<file path="config.mk">
export PLATFORM = sky130hd
export DESIGN_NAME = output_unit_flat
export DESIGN_NICKNAME = d
export VERILOG_FILES = /design/src/rtl/output_unit_pkg.sv /design/src/rtl/output_unit_if.sv /design/src/rtl/output_unit_buffer.sv /design/src/rtl/output_unit.sv /design/src/flat_wrapper.sv
export SDC_FILE = /design/constraint.sdc
export NUM_CORES = 1
export LEC_CHECK = 0
export ABC_CLOCK_PERIOD_IN_PS = 5000
export BUFFER_PORTS_ARGS = -buffer_cell sky130_fd_sc_hd__buf_2
export CORE_MARGIN = 4
export CORE_UTILIZATION = 50
export CTS_CLUSTER_SIZE = 24
export DETAILED_ROUTE_END_ITERATION = 6
export PLACE_DENSITY = 0.73
export SLEW_MARGIN = 20
export SYNTH_ARGS = -nofsm -noshare
export SYNTH_HDL_FRONTEND = slang
export SYNTH_SLANG_ARGS = --single-unit
</file>
<file path="constraint.sdc">
create_clock -name clk -period 5 [get_ports clk]
set_input_delay 0 -clock clk [delete_from_list [all_inputs] [get_ports clk]]
set_output_delay 0 -clock clk [all_outputs]
set_load 0.01 [all_outputs]
</file>
<file path="src/rtl/output_unit_pkg.sv">
// output_unit_pkg: flit field layout, TYPE encodings, queue depths and state types for the output unit.
package output_unit_pkg;
    localparam int FLIT_SIZE  = 64;
    localparam int TYPEW      = 2;
    localparam int DSTW       = 9;
    localparam int CHECKW     = 8;
    localparam int PAYW       = FLIT_SIZE - TYPEW - DSTW - CHECKW;
    localparam int PAY_LSB    = 0;
    localparam int CHECK_LSB  = PAY_LSB + PAYW;
    localparam int DST_LSB    = CHECK_LSB + CHECKW;
    localparam int TYPE_LSB   = DST_LSB + DSTW;
    localparam int NCHUNK     = (PAYW + CHECKW - 1) / CHECKW;
    localparam int IN_Q_SIZE  = 8;
    localparam int OUT_Q_SIZE = 2;
    localparam int CREDW      = 4;

    typedef logic [FLIT_SIZE-1:0] flit_t;
    typedef enum logic [1:0] {SINGLE = 2'b00, HEAD = 2'b01, BODY = 2'b10, TAIL = 2'b11} flit_type_t;
    typedef enum logic {IDLE = 1'b0, BUSY = 1'b1} pkt_state_t;
endpackage

</file>
<file path="src/rtl/output_unit_if.sv">
// output_unit_if: crossbar-to-output flit handshake plus the downstream link (flit out, credit return).
//   in_data/in_valid/in_ready : valid/ready flit input from the crossbar
//   data_out/valid_out        : flit and one-cycle strobe toward the downstream input unit
//   credit_in                 : one pulse per flit freed downstream
interface output_unit_if;
    import output_unit_pkg::*;
    flit_t in_data;
    logic  in_valid;
    logic  in_ready;
    flit_t data_out;
    logic  valid_out;
    logic  credit_in;
    modport master (output in_data, in_valid, credit_in, input in_ready, data_out, valid_out);
    modport slave  (input in_data, in_valid, credit_in, output in_ready, data_out, valid_out);
endinterface

</file>
<file path="src/rtl/output_unit_buffer.sv">
// output_unit_buffer: show-ahead synchronous FIFO used as the output staging queue.
//   clk, rst (async, active-low), wr_en/din push, rd_en pop, dout = head entry, full/empty flags.
module output_unit_buffer #(
    parameter int buffer_width = 64,
    parameter int buffer_depth = 2
) (
    input  logic                    clk,
    input  logic                    rst,
    input  logic                    wr_en,
    input  logic [buffer_width-1:0] din,
    input  logic                    rd_en,
    output logic [buffer_width-1:0] dout,
    output logic                    full,
    output logic                    empty
);
    localparam int AW = buffer_depth > 1 ? $clog2(buffer_depth) : 1;

    logic [buffer_width-1:0] mem [buffer_depth];
    logic [AW-1:0]           wr_ptr, rd_ptr;
    logic [AW:0]             count;
    logic                    wr, rd;

    function automatic logic [AW-1:0] inc(input logic [AW-1:0] p);
        return p == AW'(buffer_depth - 1) ? '0 : p + 1'b1;
    endfunction

    assign full  = count == (AW+1)'(buffer_depth);
    assign empty = count == '0;
    assign wr    = wr_en & !full;
    assign rd    = rd_en & !empty;
    assign dout  = mem[rd_ptr];

    always_ff @(posedge clk or negedge rst) begin
        if (!rst) begin
            wr_ptr <= '0;
            rd_ptr <= '0;
            count  <= '0;
        end else begin
            wr_ptr <= wr ? inc(wr_ptr) : wr_ptr;
            rd_ptr <= rd ? inc(rd_ptr) : rd_ptr;
            count  <= count + (AW+1)'(wr) - (AW+1)'(rd);
        end
    end

    always_ff @(posedge clk) begin
        if (wr) mem[wr_ptr] <= din;
    end
endmodule

</file>
<file path="src/rtl/output_unit.sv">
// output_unit: transmit side of a router link -- stages flits, stamps CHECK, sends under credit flow control.
//   clk, rst (async, active-low)
//   link       : slave side of output_unit_if (crossbar input, downstream flit output, credit return)
//   credit_cnt : credits currently available downstream
//   locked     : multi-flit packet in progress on the input side
//   pkt_err    : sticky, illegal TYPE sequence seen
//   credit_err : sticky, credit returned while already at full count
module output_unit
    import output_unit_pkg::*;
(
    input  logic               clk,
    input  logic               rst,
    output_unit_if.slave       link,
    output logic [CREDW-1:0]   credit_cnt,
    output logic               locked,
    output logic               pkt_err,
    output logic               credit_err
);
    logic       push, send, fifo_full, fifo_empty, credit_top, sat, bad;
    flit_t      head;
    flit_type_t ftype;
    pkt_state_t state_q, state_d;
    logic [CREDW-1:0] credit_d;

    // CHECK is the XOR of all CHECKW-bit payload chunks, top chunk zero-padded.
    function automatic flit_t stamp(input flit_t f);
        logic [NCHUNK*CHECKW-1:0] p;
        logic [CHECKW-1:0]        c;
        p = {{(NCHUNK*CHECKW-PAYW){1'b0}}, f[PAY_LSB +: PAYW]};
        c = '0;
        for (int i = 0; i < NCHUNK; i++) c ^= p[i*CHECKW +: CHECKW];
        stamp = f;
        stamp[CHECK_LSB +: CHECKW] = c;
    endfunction

    // Ready follows the full flag only, so a full FIFO blocks accept even on a pop cycle.
    assign link.in_ready = rst & !fifo_full;
    assign push          = link.in_valid & link.in_ready;
    assign send          = !fifo_empty && credit_cnt != '0;
    assign credit_top    = credit_cnt == CREDW'(IN_Q_SIZE);
    assign sat           = link.credit_in & !send & credit_top;
    assign credit_d      = (send & !link.credit_in) ? credit_cnt - 1'b1 :
                           (link.credit_in & !send & !credit_top) ? credit_cnt + 1'b1 : credit_cnt;
    assign locked        = state_q == BUSY;

    output_unit_buffer #(.buffer_width(FLIT_SIZE), .buffer_depth(OUT_Q_SIZE)) u_buf (
        .clk   (clk),
        .rst   (rst),
        .wr_en (push),
        .din   (link.in_data),
        .rd_en (send),
        .dout  (head),
        .full  (fifo_full),
        .empty (fifo_empty)
    );

    // Packet framing tracks accepted flits; bad flits are flagged but still forwarded.
    always_comb begin
        ftype   = flit_type_t'(link.in_data[TYPE_LSB +: TYPEW]);
        state_d = state_q;
        bad     = 1'b0;
        if (push) begin
            state_d = state_q == IDLE ? (ftype == HEAD ? BUSY : IDLE) : (ftype == TAIL ? IDLE : BUSY);
            bad     = state_q == IDLE ? (ftype == BODY || ftype == TAIL) : (ftype == HEAD || ftype == SINGLE);
        end
    end

    always_ff @(posedge clk or negedge rst) begin
        if (!rst) begin
            link.data_out  <= '0;
            link.valid_out <= 1'b0;
            credit_cnt     <= CREDW'(IN_Q_SIZE);
            credit_err     <= 1'b0;
            pkt_err        <= 1'b0;
            state_q        <= IDLE;
        end else begin
            link.valid_out <= send;
            if (send) link.data_out <= stamp(head);
            credit_cnt     <= credit_d;
            credit_err     <= credit_err | sat;
            pkt_err        <= pkt_err | bad;
            state_q        <= state_d;
        end
    end
endmodule

</file>
<file path="src/flat_wrapper.sv">
// flat-port wrapper written by rule: the top's interface ports become plain ports
module output_unit_flat import output_unit_pkg::*;
  (clk, rst, credit_cnt, locked, pkt_err, credit_err, link_in_data, link_in_valid, link_credit_in, link_in_ready, link_data_out, link_valid_out);
  output_unit_if link_i ();
  input  logic clk;
  input  logic rst;
  output logic [CREDW-1:0] credit_cnt;
  output logic locked;
  output logic pkt_err;
  output logic credit_err;
  input wire logic [$bits(link_i.in_data)-1:0] link_in_data;
  input wire logic [$bits(link_i.in_valid)-1:0] link_in_valid;
  input wire logic [$bits(link_i.credit_in)-1:0] link_credit_in;
  output wire logic [$bits(link_i.in_ready)-1:0] link_in_ready;
  output wire logic [$bits(link_i.data_out)-1:0] link_data_out;
  output wire logic [$bits(link_i.valid_out)-1:0] link_valid_out;
  assign link_i.in_data = link_in_data;
  assign link_i.in_valid = link_in_valid;
  assign link_i.credit_in = link_credit_in;
  assign link_in_ready = link_i.in_ready;
  assign link_data_out = link_i.data_out;
  assign link_valid_out = link_i.valid_out;
  output_unit u_core (.clk(clk), .rst(rst), .link(link_i), .credit_cnt(credit_cnt), .locked(locked), .pkt_err(pkt_err), .credit_err(credit_err));
endmodule
</file>
After elaboration in Yosys (flattened, before gate mapping):

Memory sizes are Yosys's and may differ from the RTL's.
Index checks and enable logic that the tools add are counted.

* multiplexer cells: 11
* reduce and logical (&&, ||, !) cells: 12
* add/subtract/negate cells: 6
* bitwise operators: 15
* equality and inequality tests: 5

Operators by type and width (count)
* $xor 8x8->8: 4
* $mux 1: 9
* $and 1x1->1: 8
* $mux 4: 2
* $xor 8x5->8: 1
* $eq 2x2->1 const B: 3
* $logic_not 1->1: 5
* $add 4x1->4 const B: 1
* $eq 4x4->1 const B: 1
* $logic_not 2->1: 2
* $reduce_bool 4->1: 1
* $sub 4x1->4 const B: 1
* $add 1x1->1 const B: 2
* $add 2x1->2: 1
* $eq 2x1->1 const B: 1
* $logic_or 1x1->1: 2
* $or 1x1->1: 2
* $reduce_bool 2->1: 1
* $sub 2x1->2: 1
* $logic_and 1x1->1: 1

* bits in registers: 76
* output and inout port bits: 73
* RAM bits: 128
* memories kept: 1
* input bits: 68
* logic and storage cells: 59

Memory list
* u_core.u_buf.mem: depth 2, bits a word 64, read ports 1, clocked after Yosys merged registers in 0, write ports 1, line output_unit_buffer.sv:18 `logic [buffer_width-1:0] mem [buffer_depth];`

Longest topological paths before layout:

* depth after elaboration: 8
* gate-level depth with buffers: 10
* depth with buffers taken out: 9

By module:

Synthesis repeated with hierarchy kept, for this count alone.

* cells, all modules: 560
* area, all modules: 8202.9 sq um

Modules (own cells, without submodules)
* output_unit_buffer: cells each 217, sequential area each 3943.8 sq um, times used 1, area each 5022.3 sq um
* output_unit: cells each 343, sequential area each 1803.0 sq um, times used 1, area each 3180.6 sq um

Worst setup path after synthesis:

OpenSTA, ideal clock, no wires.

* kind: flip-flop to flip-flop
* from: register u_core.u_buf.count[0]
* to: memory u_core.u_buf.mem[0][0] (enable)
* stages on the path, launching flop included: 5
* buffers on the path: 0
* setup slack: 1080 ps
* required time: 4530 ps
* arrival: 3450 ps
* setup time: 470 ps
* clock period less this slack: 3920 ps
* path through: dfrtp_1 -> inv_1 -> a21boi_0 -> nand2_1 -> nor2_1

* longest elaborated chain between the ends: 7

Ends and longest elaborated chain
* start: declaration: line output_unit_buffer.sv:20 `logic [AW:0] count;`
* start signal: assignment: line output_unit_buffer.sv:41 `count <= count + (AW+1)'(wr) - (AW+1)'(rd);`
* $eq 2x2->1: line output_unit_buffer.sv:27 `assign full = count == (AW+1)'(buffer_depth);`
* $logic_not 1->1: line output_unit.sv:37 `assign link.in_ready = rst & !fifo_full;`
* $and 1x1->1: line output_unit.sv:37
* via link_in_ready: line flat_wrapper.sv:14 `output wire logic [$bits(link_i.in_ready)-1:0] link_in_ready;`
* $and 1x1->1: line output_unit.sv:38 `assign push = link.in_valid & link.in_ready;`
* $and 1x1->1: line output_unit_buffer.sv:29 `assign wr = wr_en & !full;`
* $mux 1: line output_unit_buffer.sv:46 `if (wr) mem[wr_ptr] <= din;`
* $mux 1 (implied by the code): line output_unit_buffer.sv:46
* end: declaration: line output_unit_buffer.sv:18

The timed path passes the listed nets, and every way through them passes these cells.

Worst setup path in the final report:

* from: register u_core.credit_cnt[1]
* to: register u_core.credit_cnt[3]

* longest elaborated chain between the ends: 6
* elaborated cells on any way between the ends: 13
* classes of those cells: 2 x add/sub; 1 x eq/ne; 2 x mux; 3 x bitwise; 5 x reduce/logical

Ends and longest elaborated chain
* start: declaration: line output_unit.sv:14 `output logic [CREDW-1:0] credit_cnt,`
* start signal: assignment: line output_unit.sv:72 `credit_cnt <= CREDW'(IN_Q_SIZE);`
* start signal: assignment: line output_unit.sv:79 `credit_cnt <= credit_d;`
* branches (longest 6 deep; another with $add 4x1->4)

Parallel ways; which one is timed is not known. The select of a mux whose other input is x is not followed.
A chain may end at the register's enable or synchronous reset.

==> flow_summary.yaml <==
status:
  outcome: "complete, no violations"
global_route:
  grt_pass1_wl_mm: 25.3
  antenna_found_initial: 0
  grt_usage: 0.186
  first_global_vias: 4940
  grt_overflow: 0
  grt_max_degree: 131
finish:
  drive_above_1_share: 0.232
  multi_input_area_um2: 2200
  num_antenna_cells: 0
  instances_no_fill: 924
  fillers: 1110
  layout_common_cells: "buf_2, edfxtp_1, dfrtp_1, mux2i_1, o21ai_0"
  area_delta_synth_final_pct: 25.7
  final_nets: 800
  final_common_cell: "buf_2"
  regArea_um2: 5270
clocking:
  clock_path_buffers: 2
  clock-sinks: 188
  cts_root_buffer: "clkbuf_16"
  ctsHtreeMaxLevel: 4
  clk_pin_slew_ns: 0.06
  cts_tree: "built"
  cts_buffers: 17
  clock_latency_ns: 0.42
pwr:
  power_frac_seq: 0.437
  power.density_nw_per_um2: 597
  p_int_w: 0.00371
  pwr-share-clk: 0.227
  p_switching_w: 0.00201
  leakagePower_nw: 3.99
  ir_drop_uv: 354
  sw_frac_of_total: 0.351
  comb_power_share: 0.336
critical_path:
  startpoint: "u_core.credit_cnt[1]"
  crit_path_cell_trace: "or3_1 -> o22ai_4 -> nor2_1 -> ha_1 -> a21o_1 -> a21o_1 -> or3_1 -> and3_1 -> a311o_1"
  crit_path_start_kind: "register"
  r2r-start: "u_core.credit_cnt[1]"
  crit_family: "simple AND/OR/NAND/NOR gates"
  end_kind: "register"
  cpPeakStageDelay_ns: 0.48
  r2r_slack_ns: 2.24
  critPathBufInv: 0
  critPathArrivalTime_ns: 3.10
  crit_type: "reg -> reg"
  crit_fanout: 7
  cp_slowest_cell: "or3_1"
  required_ns: 5.34
timing:
  clock.fmax_ghz: 0.363
  hold_viol: 0
  period_share: 0.552
  slew_violations: 0
  relSlewSlack: 0.312
  worst_pin_slew_ns: 1.03
  setup_tns_ns: 0
  rsz0062_at_grt: "no"
  fin_crit_ns: 2.76
  clock_skew_ns: 0.00671
  finalSetupViolCount: 0
placement:
  buffer_ports.inserted: 132
  gp_congestion: 0.840
  dp.cells: 834
  dp_hpwl_mm: 10.0
synth:
  synth_seq_area_share: 0.690
  syn_inst: 538
  syn_area_per_cell_um2: 14.2
  ys_warn_count: 0
  ys_ff_latch: 188
  synthDistinctLibCells: 33
  syn-num-nets: 611
  synth_area_um2: 7630
route:
  drc: 0
  routed_wirelength_mm: 15.4
  detail_route.wl_per_cell_um: 16.7
  drt_iter0_markers: 177
  vias_per_cell: 5.11
  firstDrtPassIters: 4
  num_vias: 4721
  ant_nets: 0
floorplanning:
  initial_utilization: 0.517
  die_h_um: 132
  rows: 44
  die_x_um: 132
  dieArea_um2: 17300
  coreArea_um2: 14800
  ioPinCount: 141
job:
  cap_violations: 0
hold_path:
  min_path_type: "in -> reg"
  hp-start: "link_in_valid"
[per-stage QoR]
step	setup slack, ns	power (W)	area, µm²	util	hold WS [ns]
3_3_place_gp	2.36	0.00435	8430	0.571	-0.0221
5_1_grt	1.95	0.00611	9590	0.650	0.0718
6_report	2.24	0.00572	9590	0.650	0.0515
3_5_place_dp	2.30	0.00445	8430	0.571	-0.0133
4_1_cts	2.20	0.00579	9590	0.650	0.0376
2_1_floorplan	1.08	0.00382	7630	-	-0.296
[layout make-up]
cell class / instances / share of cell area
timing repair buffer: 195 / 0.134
clock buffer: 18 / 0.0447
tap: 184 / 0.0240
inverter: 7 / 0.00274
clock inverter: 14 / 0.0153
multi-input combinational: 318 / 0.230
sequential: 188 / 0.549
[power groups by stage]
stage	Combinational [W]	Sequential [W]	Clock (W)
6_report	0.00193	0.00250	0.00130
5_1_grt	0.00216	0.00257	0.00138
4_1_cts	0.00196	0.00251	0.00132
3_5_place_dp	0.00191	0.00253	0
3_3_place_gp	0.00184	0.00251	0
2_1_floorplan	0.00131	0.00251	0
[repair_timing]
item / CTS / global route
setup buffers: 0 / 0
endpoints found under the hold margin: 150 / 0
hold buffers: 58 / 0
gates resized for setup: 0 / 0
[layer usage]
| layer | up-vias | GRT usage | share of wire |
|---|---|---|---|
| li1 | 2282 | - | - |
| met1 | 2293 | 0.220 | 0.41 |
| met3 | 27 | 0.0451 | 0.047 |
| met4 | 0 | 0.0706 | 0.025 |
| met5 | - | 0 | 0 |
| met2 | 119 | 0.328 | 0.52 |
[sequential cells by signal (all words and copies together), names as in the netlist, 2 cells and up, named ones only]
name and cells:
u_core.u_buf.count 2, u_core.link.data_out 64, u_core.u_buf.mem 112, u_core.credit_cnt 4
[worst reg2reg max path: cells and delay by family (launching register included)]
family	cells	cell delay, ns
AO/OA/AOI/OAI	4	0.87
adder cells (fa/ha/maj)	1	0.28
flip-flops	1	0.45
AND/OR/NAND/NOR	4	1.09
[cell usage after synthesis]
| library cell | instances | area (µm²) |
|---|---|---|
| edfxtp_1 | 112 | 3360 |
| dfrtp_1 | 75 | 1880 |
| mux2i_1 | 69 | 691 |
| o21ai_0 | 66 | 330 |
| nand2_1 | 65 | 244 |
| xnor2_1 | 40 | 350 |
| xor2_1 | 29 | 254 |
| nor2_1 | 13 | 48.8 |
| a21oi_1 | 10 | 50.1 |
| buf_4 | 10 | 75.1 |
| buf_2 | 8 | 40.0 |
| inv_1 | 7 | 26.3 |
| clkbuf_1 | 6 | 22.5 |
| ha_1 | 4 | 50.1 |
| a21o_1 | 2 | 15.0 |
| and3_1 | 2 | 12.5 |
| nor3_1 | 2 | 10.0 |
| o21ai_1 | 2 | 10.0 |
| or3_1 | 2 | 12.5 |
| a21boi_0 | 1 | 7.51 |
| a22o_1 | 1 | 8.76 |
| a22oi_1 | 1 | 7.51 |
| a311o_1 | 1 | 10.0 |
| a31oi_1 | 1 | 6.26 |
| a41o_1 | 1 | 10.0 |
| buf_6 | 1 | 11.3 |
| dfstp_2 | 1 | 26.3 |
| fa_1 | 1 | 20.0 |
| nand3_1 | 1 | 5.00 |
| o21bai_1 | 1 | 7.51 |
| o22ai_2 | 1 | 12.5 |
| o31ai_1 | 1 | 7.51 |
| or4_1 | 1 | 7.51 |
[final timing paths]
check                           cells past startpoint                       end
worst max register to register                      9      u_core.credit_cnt[3]
min in group asynchronous                           2  u_core.link.data_out[35]
max in group asynchronous                           3       u_core.u_buf.rd_ptr
worst max-delay path                                9      u_core.credit_cnt[3]
worst min-delay path                                3       u_core.u_buf.wr_ptr
worst min register to register                      2  u_core.link.data_out[60]
[kinds of logic after synthesis]
group | count (synthesis) | synth area share
multiplexers | 69 | 0.0905
adder cells (fa/ha/maj) | 5 | 0.00918
XOR/XNOR | 69 | 0.0792
flip-flops | 188 | 0.690
AO/OA/AOI/OAI | 89 | 0.0633
AND/OR/NAND/NOR | 86 | 0.0446
buffers and inverters | 32 | 0.0230
Note: power is estimated with default switching activity, not from simulation.
